File: src/rtl/multi_operand_accum_adder.sv
// rtl/multi_operand_accum_adder.sv - accumulates N_OPS operands per group and presents a registered sum
//
// Purpose: adds or subtracts a stream of N_OPS unsigned operands into an
// accumulator. The result is registered into z with a sticky carry/borrow
// flag, and it is held while downstream applies backpressure.
// Optional feature: define ACCUM_SATURATE_EN to clamp the accumulator
// (carry -> all-ones, borrow -> 0) instead of wrapping it.
//
// Ports:
//   clk       - single clock, rising edge
//   reset     - asynchronous active-high reset, clears all state
//   a         - unsigned operand
//   sub       - 1 = subtract a, 0 = add a (ignored on the first operand of a group)
//   in_valid  - operand valid
//   in_ready  - block can accept an operand (combinational from state)
//   flush     - synchronous abort of the current group
//   z         - registered group result
//   out_valid - z holds a completed group result
//   out_ready - downstream accepts z
//   ovf       - sticky carry/borrow of the group, valid with out_valid
//   op_count  - operands accepted in the current group
module multi_operand_accum_adder #(
  parameter int WIDTH = 8,
  parameter int N_OPS = 4,
  parameter int CNT_W = $clog2(N_OPS + 1)
) (
  input  logic             clk,
  input  logic             reset,
  input  logic [WIDTH-1:0] a,
  input  logic             sub,
  input  logic             in_valid,
  output logic             in_ready,
  input  logic             flush,
  output logic [WIDTH-1:0] z,
  output logic             out_valid,
  input  logic             out_ready,
  output logic             ovf,
  output logic [CNT_W-1:0] op_count
);

  localparam logic [1:0] IDLE  = 2'd0;
  localparam logic [1:0] ACCUM = 2'd1;
  localparam logic [1:0] DONE  = 2'd2;

  // op_count value while the final operand of a group is being accepted.
  localparam logic [CNT_W-1:0] LAST_CNT = CNT_W'(N_OPS - 1);

  logic [1:0]       state;
  logic [WIDTH-1:0] acc;

  logic [WIDTH:0]   sum_ext;
  logic             carry;
  logic [WIDTH-1:0] next_acc;

  assign in_ready = (state != DONE);

  // Bit WIDTH of the extended result is the carry on add and the borrow on
  // subtract, because both operands are zero-extended.
  always_comb begin
    sum_ext  = '0;
    carry    = 1'b0;
    next_acc = '0;
    if (sub) begin
      sum_ext = {1'b0, acc} - {1'b0, a};
    end else begin
      sum_ext = {1'b0, acc} + {1'b0, a};
    end
    carry = sum_ext[WIDTH];
`ifdef ACCUM_SATURATE_EN
    if (carry) begin
      next_acc = sub ? '0 : '1;
    end else begin
      next_acc = sum_ext[WIDTH-1:0];
    end
`else
    next_acc = sum_ext[WIDTH-1:0];
`endif
  end

  always_ff @(posedge clk or posedge reset) begin
    if (reset) begin
      state     <= IDLE;
      acc       <= '0;
      z         <= '0;
      ovf       <= 1'b0;
      out_valid <= 1'b0;
      op_count  <= '0;
    end else if (flush) begin
      // flush wins over any handshake in the same cycle; z keeps its last value.
      state     <= IDLE;
      acc       <= '0;
      ovf       <= 1'b0;
      out_valid <= 1'b0;
      op_count  <= '0;
    end else begin
      case (state)
        IDLE: begin
          if (in_valid) begin
            acc      <= a;
            ovf      <= 1'b0;
            op_count <= CNT_W'(1);
            if (N_OPS == 1) begin
              z         <= a;
              out_valid <= 1'b1;
              state     <= DONE;
            end else begin
              state <= ACCUM;
            end
          end
        end
        ACCUM: begin
          if (in_valid) begin
            acc      <= next_acc;
            ovf      <= ovf | carry;
            op_count <= op_count + CNT_W'(1);
            if (op_count == LAST_CNT) begin
              // The result is registered on the edge that takes the last operand.
              z         <= next_acc;
              out_valid <= 1'b1;
              state     <= DONE;
            end
          end
        end
        DONE: begin
          if (out_ready) begin
            out_valid <= 1'b0;
            op_count  <= '0;
            state     <= IDLE;
          end
        end
        default: begin
          state <= IDLE;
        end
      endcase
    end
  end

endmodule
File: config.mk
export PLATFORM = sky130hd
export DESIGN_NAME = multi_operand_accum_adder
export DESIGN_NICKNAME = d
export VERILOG_FILES = /design/src/rtl/multi_operand_accum_adder.sv
export SDC_FILE = /design/constraint.sdc
export NUM_CORES = 1
export LEC_CHECK = 0
export BUFFER_PORTS_ARGS = -buffer_cell sky130_fd_sc_hd__buf_2
export CAP_MARGIN = 20
export CORE_MARGIN = 2
export CORE_UTILIZATION = 30
export DETAILED_ROUTE_END_ITERATION = 16
export PLACE_DENSITY = 0.44
export SLEW_MARGIN = 20
export SYNTH_ARGS = -nofsm -noshare
export SYNTH_HDL_FRONTEND = slang
export SYNTH_SLANG_ARGS = --single-unit
File: constraint.sdc
create_clock -name clk -period 2.6 [get_ports clk]
set_clock_uncertainty 0.15 [all_clocks]
set_input_delay 0.39 -clock clk [delete_from_list [all_inputs] [get_ports clk]]
set_output_delay 0.39 -clock clk [all_outputs]
set_load 0.01 [all_outputs]
Word-level counts from Yosys, hierarchy flattened
Cells that the tools add are included.

Logic and storage cells: 53. Input bits: 14. Register bits: 23.

Reduce and logical (&&, ||, !) cells: 9. Equal/unequal tests: 8. Bitwise gates (word level): 2. Muxes and demuxes: 25. Add/subtract/negate cells: 3.

Operators by type and width (count): 8-bit 2-to-1 mux (3); 8-bit one-hot mux with 2 select lines (1); 4-bit AND reduction (4); 3-bit 2-to-1 mux (4); 3-bit != test, second input constant (4); 2-bit 2-to-1 mux (5); 8-bit by 8-bit adder with 9-bit output (1); 9-bit 2-to-1 mux (1); 3-bit one-hot mux with 3 select lines (1); 8-bit by 8-bit subtractor with 9-bit output (1); 1-bit 2-to-1 mux (7); 2-bit one-hot mux with 3 select lines (1); 3-bit nonzero test (2); 1-bit one-hot mux with 2 select lines (2); 4-bit nonzero test (1); 3-bit by 1-bit adder with 3-bit output, second input constant (1); 3-bit by 2-bit == test with 1-bit output, second input constant (1); 3-bit AND reduction (1); 2-bit by 1-bit == test with 1-bit output, second input constant (1); 2-bit == test, second input constant (1); 2-bit logical NOT (1); 2-bit != test, second input constant (1); 1-bit inverter (1); 1-bit OR (1).

Logic depth before layout (Yosys ltp)
Gate-level depths: netlist of run 1.

Word-level depth: 6. Mapped depth: 10. Depth with buffers taken out: 10.

Worst setup path before layout of run 1
No wires, ideal clock.

Kind: input -> register. From: input sub. To: register acc[4]. Arrival: 2.186 ns. Slack: 0.186 ns. Buffers on the path: 1. Stages: 8. Path through: clkbuf_1 > mux2_2 > fa_1 > nand2b_1 > a21oi_2 > xnor2_1 > mux2_2 > a21oi_1.

Cells in the longest elaborated chain, start to end: 4.

RTL lines: from (decl) (RTL line 30) `input logic sub,`; 9-bit 2-to-1 mux (RTL line 63) `if (sub) begin`; 8-bit 2-to-1 mux (RTL line 112) `if (in_valid) begin`; 8-bit one-hot mux with 2 select lines (RTL line 96) `case (state)`; 8-bit 2-to-1 mux (RTL line 88) `end else if (flush) begin`; to (signal assigned) (RTL line 113) `acc <= next_acc;`; to (decl) (RTL line 49) `logic [WIDTH-1:0] acc;`.

No other way between the ends. The select of a mux whose other input is x is not followed. A chain may end at the register's enable or synchronous reset.

Worst setup path in the final report of run 1
From: input a[0]. To: register acc[6].

Cells in the longest elaborated chain, start to end: 5.

RTL lines: from (decl) (RTL line 29) `input logic [WIDTH-1:0] a,`; 8-bit by 8-bit adder with 9-bit output or 8-bit by 8-bit subtractor with 9-bit output (tied branches) (RTL line 66, 64); 9-bit 2-to-1 mux (*) (RTL line 63); 8-bit 2-to-1 mux (*) (RTL line 112); 8-bit one-hot mux with 2 select lines (*) (RTL line 96); 8-bit 2-to-1 mux (*) (RTL line 88).

Every way passes the cells marked *; elsewhere a longest branch is shown, timed or not. The select of a mux whose other input is x is not followed.

==> impl_metrics.env, run 1 <==
export IMPL_grt_use_met1=0.193
export IMPL_use_met2=0.240
export IMPL_yosysTopAreaCell="dfrtp_1"
export IMPL_start_kind="primary input"
export IMPL_syn_instance_count=181
export IMPL_finalSetupViolations=0
export IMPL_setup_ws_ns=0.243
export IMPL_synth_seq_area_share=0.348
export IMPL_die_w_um=78.3
export IMPL_cts_root_buffer="clkbuf_8"
export IMPL_synth_area_um2=1660
export IMPL_num_io_pins=28
export IMPL_detailedPlace_worstSlack_ns=-0.0310
export IMPL_fmax_mhz=424
export IMPL_synth_area_per_cell_um2=9.15
export IMPL_clock_sinks=23
export IMPL_syn_to_final_growth_pct=22.6
export IMPL_detail_route_wl_per_cell_um=13.9
export IMPL_synth_cell_type_count=48
export IMPL_worst_slew_pin_slew_ns=0.547
export IMPL_grt_ovfl_total=0
export IMPL_final_cell_mix="buf_2 (27), dfrtp_1 (23), nand2_1 (20)"
export IMPL_crit_path_end_kind="register"
export IMPL_p_leak_nw=0.986
export IMPL_hold_viol=0
export IMPL_cp_top_family="adder cells"
export IMPL_grt_pass1_vias=1403
export IMPL_grt_max_degree=24
export IMPL_multi_input_area_um2=993
export IMPL_clockBufferDepth=2
export IMPL_path_cells="buf_2 > inv_1 > ha_1 > mux2_2 > fa_1 > nand2b_1 > a21oi_2 > a31oi_1 > xor2_1 > o22ai_1"
export IMPL_hpwlAfterDp_mm=3.28
export IMPL_post_cts_buffers=0
export IMPL_io_buffers=27
export IMPL_ir_worst_vdd_uv=488
export IMPL_yosysWarnings=0
export IMPL_gr_max_usage_layer="met2"
export IMPL_wl_mm=4.10
export IMPL_tritoncts="done"
export IMPL_antennaDiodeCount=0
export IMPL_hp_class="reg -> reg"
export IMPL_synth_main_ff_cell="dfrtp_1"
export IMPL_met3_usage=0.0230
export IMPL_rows=27
export IMPL_cp_max_fo=3
export IMPL_maxCapViolCount=0
export IMPL_powerDensity_nw_per_um2=917
export IMPL_ys_ff_latch=23
export IMPL_grt_pass1_wl_mm=6.90
export IMPL_synth_top_area_frac=0.348
export IMPL_grt_setup_unrepaired="no"
export IMPL_seq_area_um2=576
export IMPL_dpl_cell_area_um2=1970
export IMPL_run_status="finished, final reports clean"
export IMPL_critPathRequiredTime_ns=2.58
export IMPL_critPathMaxStageDelay_ns=0.40
export IMPL_crit_type="in -> reg"
export IMPL_cts_buffers=3
export IMPL_slew_headroom=0.634
export IMPL_async_flop_share=1.00
export IMPL_drc=0
export IMPL_core_um2=5410
export IMPL_finalCritPeriodShare=0.906
export IMPL_die_height_um=78.3
export IMPL_grt_use_total=0.143
export IMPL_die_area_um2=6130
export IMPL_synth_edf_count=0
export IMPL_arrival_ns=2.34
export IMPL_initial_core_util=0.306
export IMPL_final_max_slew_viol_count=0
export IMPL_viasPerCell=4.72
export IMPL_final_common_cell="buf_2"
export IMPL_fin_area_um2=2030
export IMPL_clk_latency_ns=0.27
export IMPL_first_pass_iters=4
export IMPL_whs_ns=0.334
export IMPL_finalPower_mw=1.86
export IMPL_postRouteAntennaNets=0
export IMPL_ys_top_cells_by_area="dfrtp_1 (35%), ha_1 (11%), a21oi_1 (4.5%), nand2_1 (4.5%), o21ai_0 (4.2%)"
export IMPL_drtIter0Drc=54
export IMPL_antenna_found_initial=0
export IMPL_post_route_min_period_ns=2.36
export IMPL_nets=254
export IMPL_num_vias=1393
export IMPL_place_congestion=0.824
export IMPL_cts_clk_slew_worst_paths_ns=0.09
export IMPL_fillers=561
export IMPL_critPathSlowestCell="fa_1"
export IMPL_syn_nets=211
export IMPL_path_buf_inv=2
export IMPL_layout_drive_gt1_share=0.265
export IMPL_htreeDepth=1
## routing by layer
metal	vias to the layer above	part of all wire
li1	719	-
met1	654	0.49
met2	18	0.47
met3	2	0.026
met4	0	0.0061
met5	-	0
## Yosys cell counts, types with 3 or more instances
master / instances
nand3_1: 3
dfrtp_1: 23
inv_1: 15
mux2i_1: 3
a21oi_1: 15
mux2_2: 3
a21o_1: 3
a31oi_1: 6
o21ai_0: 14
nor2_1: 7
xor2_1: 4
nand2_1: 20
ha_1: 15
xnor2_1: 8
## report_power, final
part / leakage, nW / total (mW) / switching [mW] / internal [mW]
logic: 0.654 / 1.10 / 0.589 / 0.513
clock network: 0.0217 / 0.229 / 0.120 / 0.108
registers: 0.310 / 0.530 / 0.0711 / 0.459
## tightest hold or removal path, stage by stage (launching register included)
cell and delay (ns):
dfrtp_1 0.35, nand2_1 0.04, o21ai_0 0.06
## per-stage QoR
stage	util	cells	setup TNS (ns)
2_1_floorplan	-	181	0
3_3_place_gp	0.365	290	0
3_5_place_dp	0.365	290	-0.0799
4_1_cts	0.375	295	0
5_1_grt	0.375	295	0
6_report	0.375	295	0
## flip-flops by register name (all words and copies together) (netlist names)
signal,flops
z,8
out_valid,1
op_count,3
state,2
acc,8
ovf,1
## path summary, 6_finish.rpt
kind	startpoint	to	cells past startpoint	slack, ns
setup / recovery	a[0]	acc[6]	10	0.24
hold / removal	z[2]	z[2]	2	0.33
setup reg to reg	acc[0]	acc[6]	8	0.49
hold reg to reg	z[2]	z[2]	2	0.33
max in group asynchronous	reset	acc[5]	4	1.52
min in group asynchronous	reset	op_count[2]	4	0.54
## cells by family after synthesis
logic type,after synthesis,synth area share
buf+inv,21,0.0522
compound gates,53,0.215
xor+xnor,12,0.0635
fa+ha+maj,16,0.125
flops,23,0.348
simple gates,50,0.157
mux,6,0.0385
## repair_timing
item | in CTS | in global routing
resized for setup | 0 | 0
hold endpoints to repair | 6 | 0
hold buffers | 1 | 0
## area by class of cell
type,count,area share
multi-input cells,137,0.490
flip-flops and latches,23,0.284
repair buffers,44,0.131
well taps,72,0.0444
inverters,15,0.0277
clock buffers,3,0.0203
clock inverters,1,0.00370
(Power assumes the default switching activity.)
==> run 2: changes to the inputs <==
--- a/config.mk
+++ b/config.mk
@@ -5,12 +5,13 @@
 export SDC_FILE = /design/constraint.sdc
 export NUM_CORES = 1
 export LEC_CHECK = 0
-export BUFFER_PORTS_ARGS = -buffer_cell sky130_fd_sc_hd__buf_2
-export CAP_MARGIN = 20
+export CAP_MARGIN = 15
 export CORE_MARGIN = 2
 export CORE_UTILIZATION = 30
 export DETAILED_ROUTE_END_ITERATION = 16
-export PLACE_DENSITY = 0.44
+export DONT_BUFFER_PORTS = 1
+export PLACE_DENSITY = 0.4
+export REMOVE_ABC_BUFFERS = 1
 export SLEW_MARGIN = 20
 export SYNTH_ARGS = -nofsm -noshare
 export SYNTH_HDL_FRONTEND = slang
==> impl_metrics.env, run 2 (synthesized netlist as in run 1, its figures left out) <==
export IMPL_run_status="finished, final reports clean"
export IMPL_grt_use_total=0.140
export IMPL_critPathMaxStageDelay_ns=0.42
export IMPL_detail_route_wl_per_cell_um=15.5
export IMPL_p_leak_nw=0.817
export IMPL_num_vias=1282
export IMPL_syn_to_final_growth_pct=9.75
export IMPL_hold_end="out_valid"
export IMPL_finalCritPeriodShare=0.876
export IMPL_worstHoldStart="flush"
export IMPL_multi_input_area_um2=993
export IMPL_clockBufferDepth=2
export IMPL_place_congestion=0.810
export IMPL_drc=0
export IMPL_reg2reg_depth=7
export IMPL_start_kind="primary input"
export IMPL_rows=27
export IMPL_htreeDepth=1
export IMPL_fin_area_um2=1820
export IMPL_crit_path_end_kind="register"
export IMPL_die_height_um=78.3
export IMPL_die_area_um2=6130
export IMPL_layout_drive_gt1_share=0.118
export IMPL_grt_setup_unrepaired="no"
export IMPL_post_route_min_period_ns=2.28
export IMPL_initial_core_util=0.306
export IMPL_min_path_cells=1
export IMPL_path_cells="inv_1 > ha_1 > mux2_2 > fa_1 > nand2b_1 > a21oi_2 > xnor2_1 > mux2_2 > a21oi_1"
export IMPL_whs_ns=0.0207
export IMPL_postRouteAntennaNets=0
export IMPL_grt_max_degree=17
export IMPL_cts_clk_slew_worst_paths_ns=0.09
export IMPL_powerDensity_nw_per_um2=932
export IMPL_final_max_slew_viol_count=0
export IMPL_nets=217
export IMPL_critPathRequiredTime_ns=2.65
export IMPL_ir_worst_vdd_uv=275
export IMPL_die_w_um=78.3
export IMPL_grt_pass1_vias=1387
export IMPL_grt_ovfl_total=0
export IMPL_worst_slew_pin_slew_ns=0.607
export IMPL_wl_mm=4.00
export IMPL_finalSetupViolations=0
export IMPL_cts_root_buffer="clkbuf_8"
export IMPL_r2r_start="state[1]"
export IMPL_hp_class="in -> reg"
export IMPL_slew_headroom=0.596
export IMPL_cp_max_fo=3
export IMPL_path_common_cell="mux2_2"
export IMPL_final_common_cell="dfrtp_1"
export IMPL_cts_buffers=3
export IMPL_reg2reg_to="ovf"
export IMPL_fillers=588
export IMPL_core_um2=5410
export IMPL_clk_latency_ns=0.28
export IMPL_utilization=0.336
export IMPL_post_cts_buffers=0
export IMPL_grt_pass1_wl_mm=6.73
export IMPL_viasPerCell=4.97
export IMPL_cts_hold_buffers=1
export IMPL_dpl_cell_area_um2=1760
export IMPL_io_buffers=0
export IMPL_final_cell_mix="dfrtp_1 (23), nand2_1 (20), inv_1 (15), a21oi_1 (15), ha_1 (15)"
export IMPL_hold_viol=0
export IMPL_clock_sinks=23
export IMPL_cts_resized=0
export IMPL_num_io_pins=28
export IMPL_maxCapViolCount=0
export IMPL_finalPower_mw=1.69
export IMPL_cp_top_family="adder cells"
export IMPL_critPathSlowestCell="fa_1"
export IMPL_path_buf_inv=1
export IMPL_arrival_ns=2.33
export IMPL_antenna_found_initial=0
export IMPL_antennaDiodeCount=0
export IMPL_crit_type="in -> reg"
export IMPL_hpwlAfterDp_mm=3.16
export IMPL_drtIter0Drc=38
export IMPL_tns_ns=0
export IMPL_tritoncts="done"
export IMPL_first_pass_iters=4
export IMPL_fmax_mhz=439
export IMPL_r2r_setup_slack_ns=0.36
export IMPL_reg_top3="acc x8, z x8, op_count x3"
export IMPL_seq_area_um2=576
[run 2: layout make-up]
class / count / area share
Inverter: 15 / 0.0310
Clock inverter: 1 / 0.00275
Tap cell: 72 / 0.0496
Clock buffer: 3 / 0.0227
Multi-Input combinational cell: 137 / 0.547
Timing Repair Buffer: 7 / 0.0303
Sequential cell: 23 / 0.317
[run 2: worst max-delay path by stage]
stage	cells after the start	endpoint	slack [ns]	from
after floorplan	9	acc[4]	0.21	a[0]
after global placement	10	ovf	0.09	a[3]
after detailed placement	9	acc[4]	0.01	a[0]
after CTS	9	acc[4]	0.32	a[0]
after global routing	7	ovf	0.11	state[1]
final	9	acc[4]	0.32	a[0]
[run 2: power by group]
group          leakage [nW]  switching [mW]  internal, mW  total [mW]
combinational         0.481           0.514         0.391       0.905
clock                0.0255           0.128         0.108       0.235
sequential            0.310          0.0950         0.459       0.554
[run 2: routing by layer]
metal,global-route usage,share of wire
met2,0.253,0.51
met3,0.0241,0.037
met5,0,0
met4,0.0509,0.014
met1,0.166,0.44
[run 2: stage by stage]
stage	worst slack [ns]	instances
2_1_floorplan	0.209	175
3_3_place_gp	0.0931	253
3_5_place_dp	0.0112	253
4_1_cts	0.320	258
5_1_grt	0.111	258
6_report	0.323	258
==> run 3: changes to the inputs <==
==> constraint.sdc (replaced) <==
create_clock -name clk -period 2.6 [get_ports clk]
set_clock_uncertainty 0.15 [all_clocks]
set_input_delay 0.26 -clock clk [delete_from_list [all_inputs] [get_ports clk]]
set_output_delay 0.26 -clock clk [all_outputs]
set_load 0.01 [all_outputs]
==> impl_metrics.env, run 3 (synthesized netlist as in run 1, its figures left out) <==
export IMPL_antennaDiodeCount=0
export IMPL_drc=0
export IMPL_initial_core_util=0.306
export IMPL_nets=214
export IMPL_hp_class="in -> reg"
export IMPL_die_w_um=78.3
export IMPL_wl_mm=4.11
export IMPL_cts_root_buffer="clkbuf_8"
export IMPL_grt_max_degree=24
export IMPL_p_sw_mw=0.733
export IMPL_fin_area_um2=1800
export IMPL_finalSetupViolations=0
export IMPL_dp_cells=249
export IMPL_clockBufferDepth=2
export IMPL_p_seq_frac=0.330
export IMPL_powerDensity_nw_per_um2=933
export IMPL_grt_use_total=0.148
export IMPL_num_vias=1274
export IMPL_first_pass_iters=5
export IMPL_io_buffers=0
export IMPL_run_status="finished, final reports clean"
export IMPL_layout_drive_gt1_share=0.0929
export IMPL_clockPowerShare=0.140
export IMPL_worst_slew_pin_slew_ns=0.924
export IMPL_tritoncts="done"
export IMPL_hpwlAfterDp_mm=3.08
export IMPL_ir_worst_vdd_uv=339
export IMPL_cts_clk_slew_worst_paths_ns=0.09
export IMPL_maxCapViolCount=0
export IMPL_final_cell_mix="dfrtp_1 (23), nand2_1 (20), a21oi_1 (15), ha_1 (15)"
export IMPL_finalCritPeriodShare=0.862
export IMPL_finalPower_mw=1.68
export IMPL_detail_route_wl_per_cell_um=16.1
export IMPL_viasPerCell=5.00
export IMPL_die_area_um2=6130
export IMPL_place_congestion=0.784
export IMPL_grt_pass1_wl_mm=7.06
export IMPL_post_cts_buffers=0
export IMPL_postRouteAntennaNets=0
export IMPL_tns_ns=0
export IMPL_slew_headroom=0.380
export IMPL_switching_share=0.437
export IMPL_p_leak_nw=0.795
export IMPL_clk_latency_ns=0.27
export IMPL_critPathRequiredTime_ns=2.62
export IMPL_drtIter0Drc=50
export IMPL_cp_max_fo=6
export IMPL_start_kind="primary input"
export IMPL_arrival_ns=2.26
export IMPL_antenna_found_initial=0
export IMPL_clock_sinks=23
export IMPL_combPwrFrac=0.530
export IMPL_hold_viol=0
export IMPL_htreeDepth=1
export IMPL_syn_to_final_growth_pct=8.47
export IMPL_die_height_um=78.3
export IMPL_rows=27
export IMPL_cts_buffers=3
export IMPL_crit_type="in -> reg"
export IMPL_fmax_mhz=446
export IMPL_num_io_pins=28
export IMPL_crit_path_end_kind="register"
export IMPL_p_int_mw=0.943
export IMPL_grt_setup_unrepaired="no"
export IMPL_post_route_min_period_ns=2.24
export IMPL_final_common_cell="dfrtp_1"
export IMPL_core_um2=5410
export IMPL_fin_cells=255
export IMPL_r2r_setup_slack_ns=0.52
export IMPL_dpl_cell_area_um2=1730
export IMPL_final_max_slew_viol_count=0
export IMPL_grt_ovfl_total=0
export IMPL_reg_top3="acc x8, z x8, op_count x3"
export IMPL_grt_pass1_vias=1332
[run 3: cell types whose count changed in the layout (fill, tap and decap cells not counted)]
cell | previous run | this run
buf_4 | 6 | 2
clkbuf_1 | 0 | 1
clkinv_1 | 0 | 1
clkinv_2 | 1 | 0
dlygate4sd3_1 | 1 | 2
inv_1 | 15 | 14
[run 3: power groups by stage]
stage	clock network, mW	logic, mW	registers (mW)
2_1_floorplan	0	0.701	0.539
3_5_place_dp	0	0.889	0.561
6_report	0.234	0.888	0.553
3_3_place_gp	0	0.883	0.558
4_1_cts	0.250	0.898	0.555
5_1_grt	0.260	1.01	0.570
[run 3: worst max-delay path: stages]
cell and delay, ns:
nor3_1 0.42, a21oi_1 0.15, xnor2_1 0.17, ha_1 0.36, a21o_1 0.20, a31o_2 0.24, a21oi_1 0.19, mux2i_1 0.20
nand2_1 0.06
[run 3: worst paths after layout]
path	startpoint	endpoint	cells past startpoint
min	flush	op_count[2]	3
min in group asynchronous	reset	op_count[2]	2
max in group asynchronous	reset	z[4]	2
max reg2reg	acc[0]	acc[4]	8
max	a[3]	ovf	9
min reg2reg	acc[0]	acc[0]	2
[run 3: area by class of cell]
type                       instances  area (um2)
timing repair buffer               4        35.0
multi-input combinational        137         993
clock buffer                       4        45.0
fill                             586        3610
tap                               72        90.1
sequential                        23         576
inverter                          15        56.3
[run 3: metal layers]
| metal | up-vias | wire length [um] | track usage |
|---|---|---|---|
| met5 | - | 0 | 0 |
| met4 | 0 | 34 | 0.0421 |
| met3 | 4 | 161 | 0.0264 |
| met2 | 21 | 2080 | 0.257 |
| met1 | 612 | 1830 | 0.189 |
| li1 | 637 | - | - |
[run 3: what timing repair did]
item                      CTS  global route
resized for setup           0             0
hold buffers                2             0
hold endpoints to repair   27             0
[run 3: per-stage QoR]
step	setup slack, ns	hold WS, ns	util
floorplan	0.339	0.112	-
global placement	0.0315	0.176	0.320
detailed placement	0.0458	0.180	0.320
CTS	0.341	0.0192	0.332
global route	0.169	0.0528	0.332
finish	0.360	0.0251	0.332
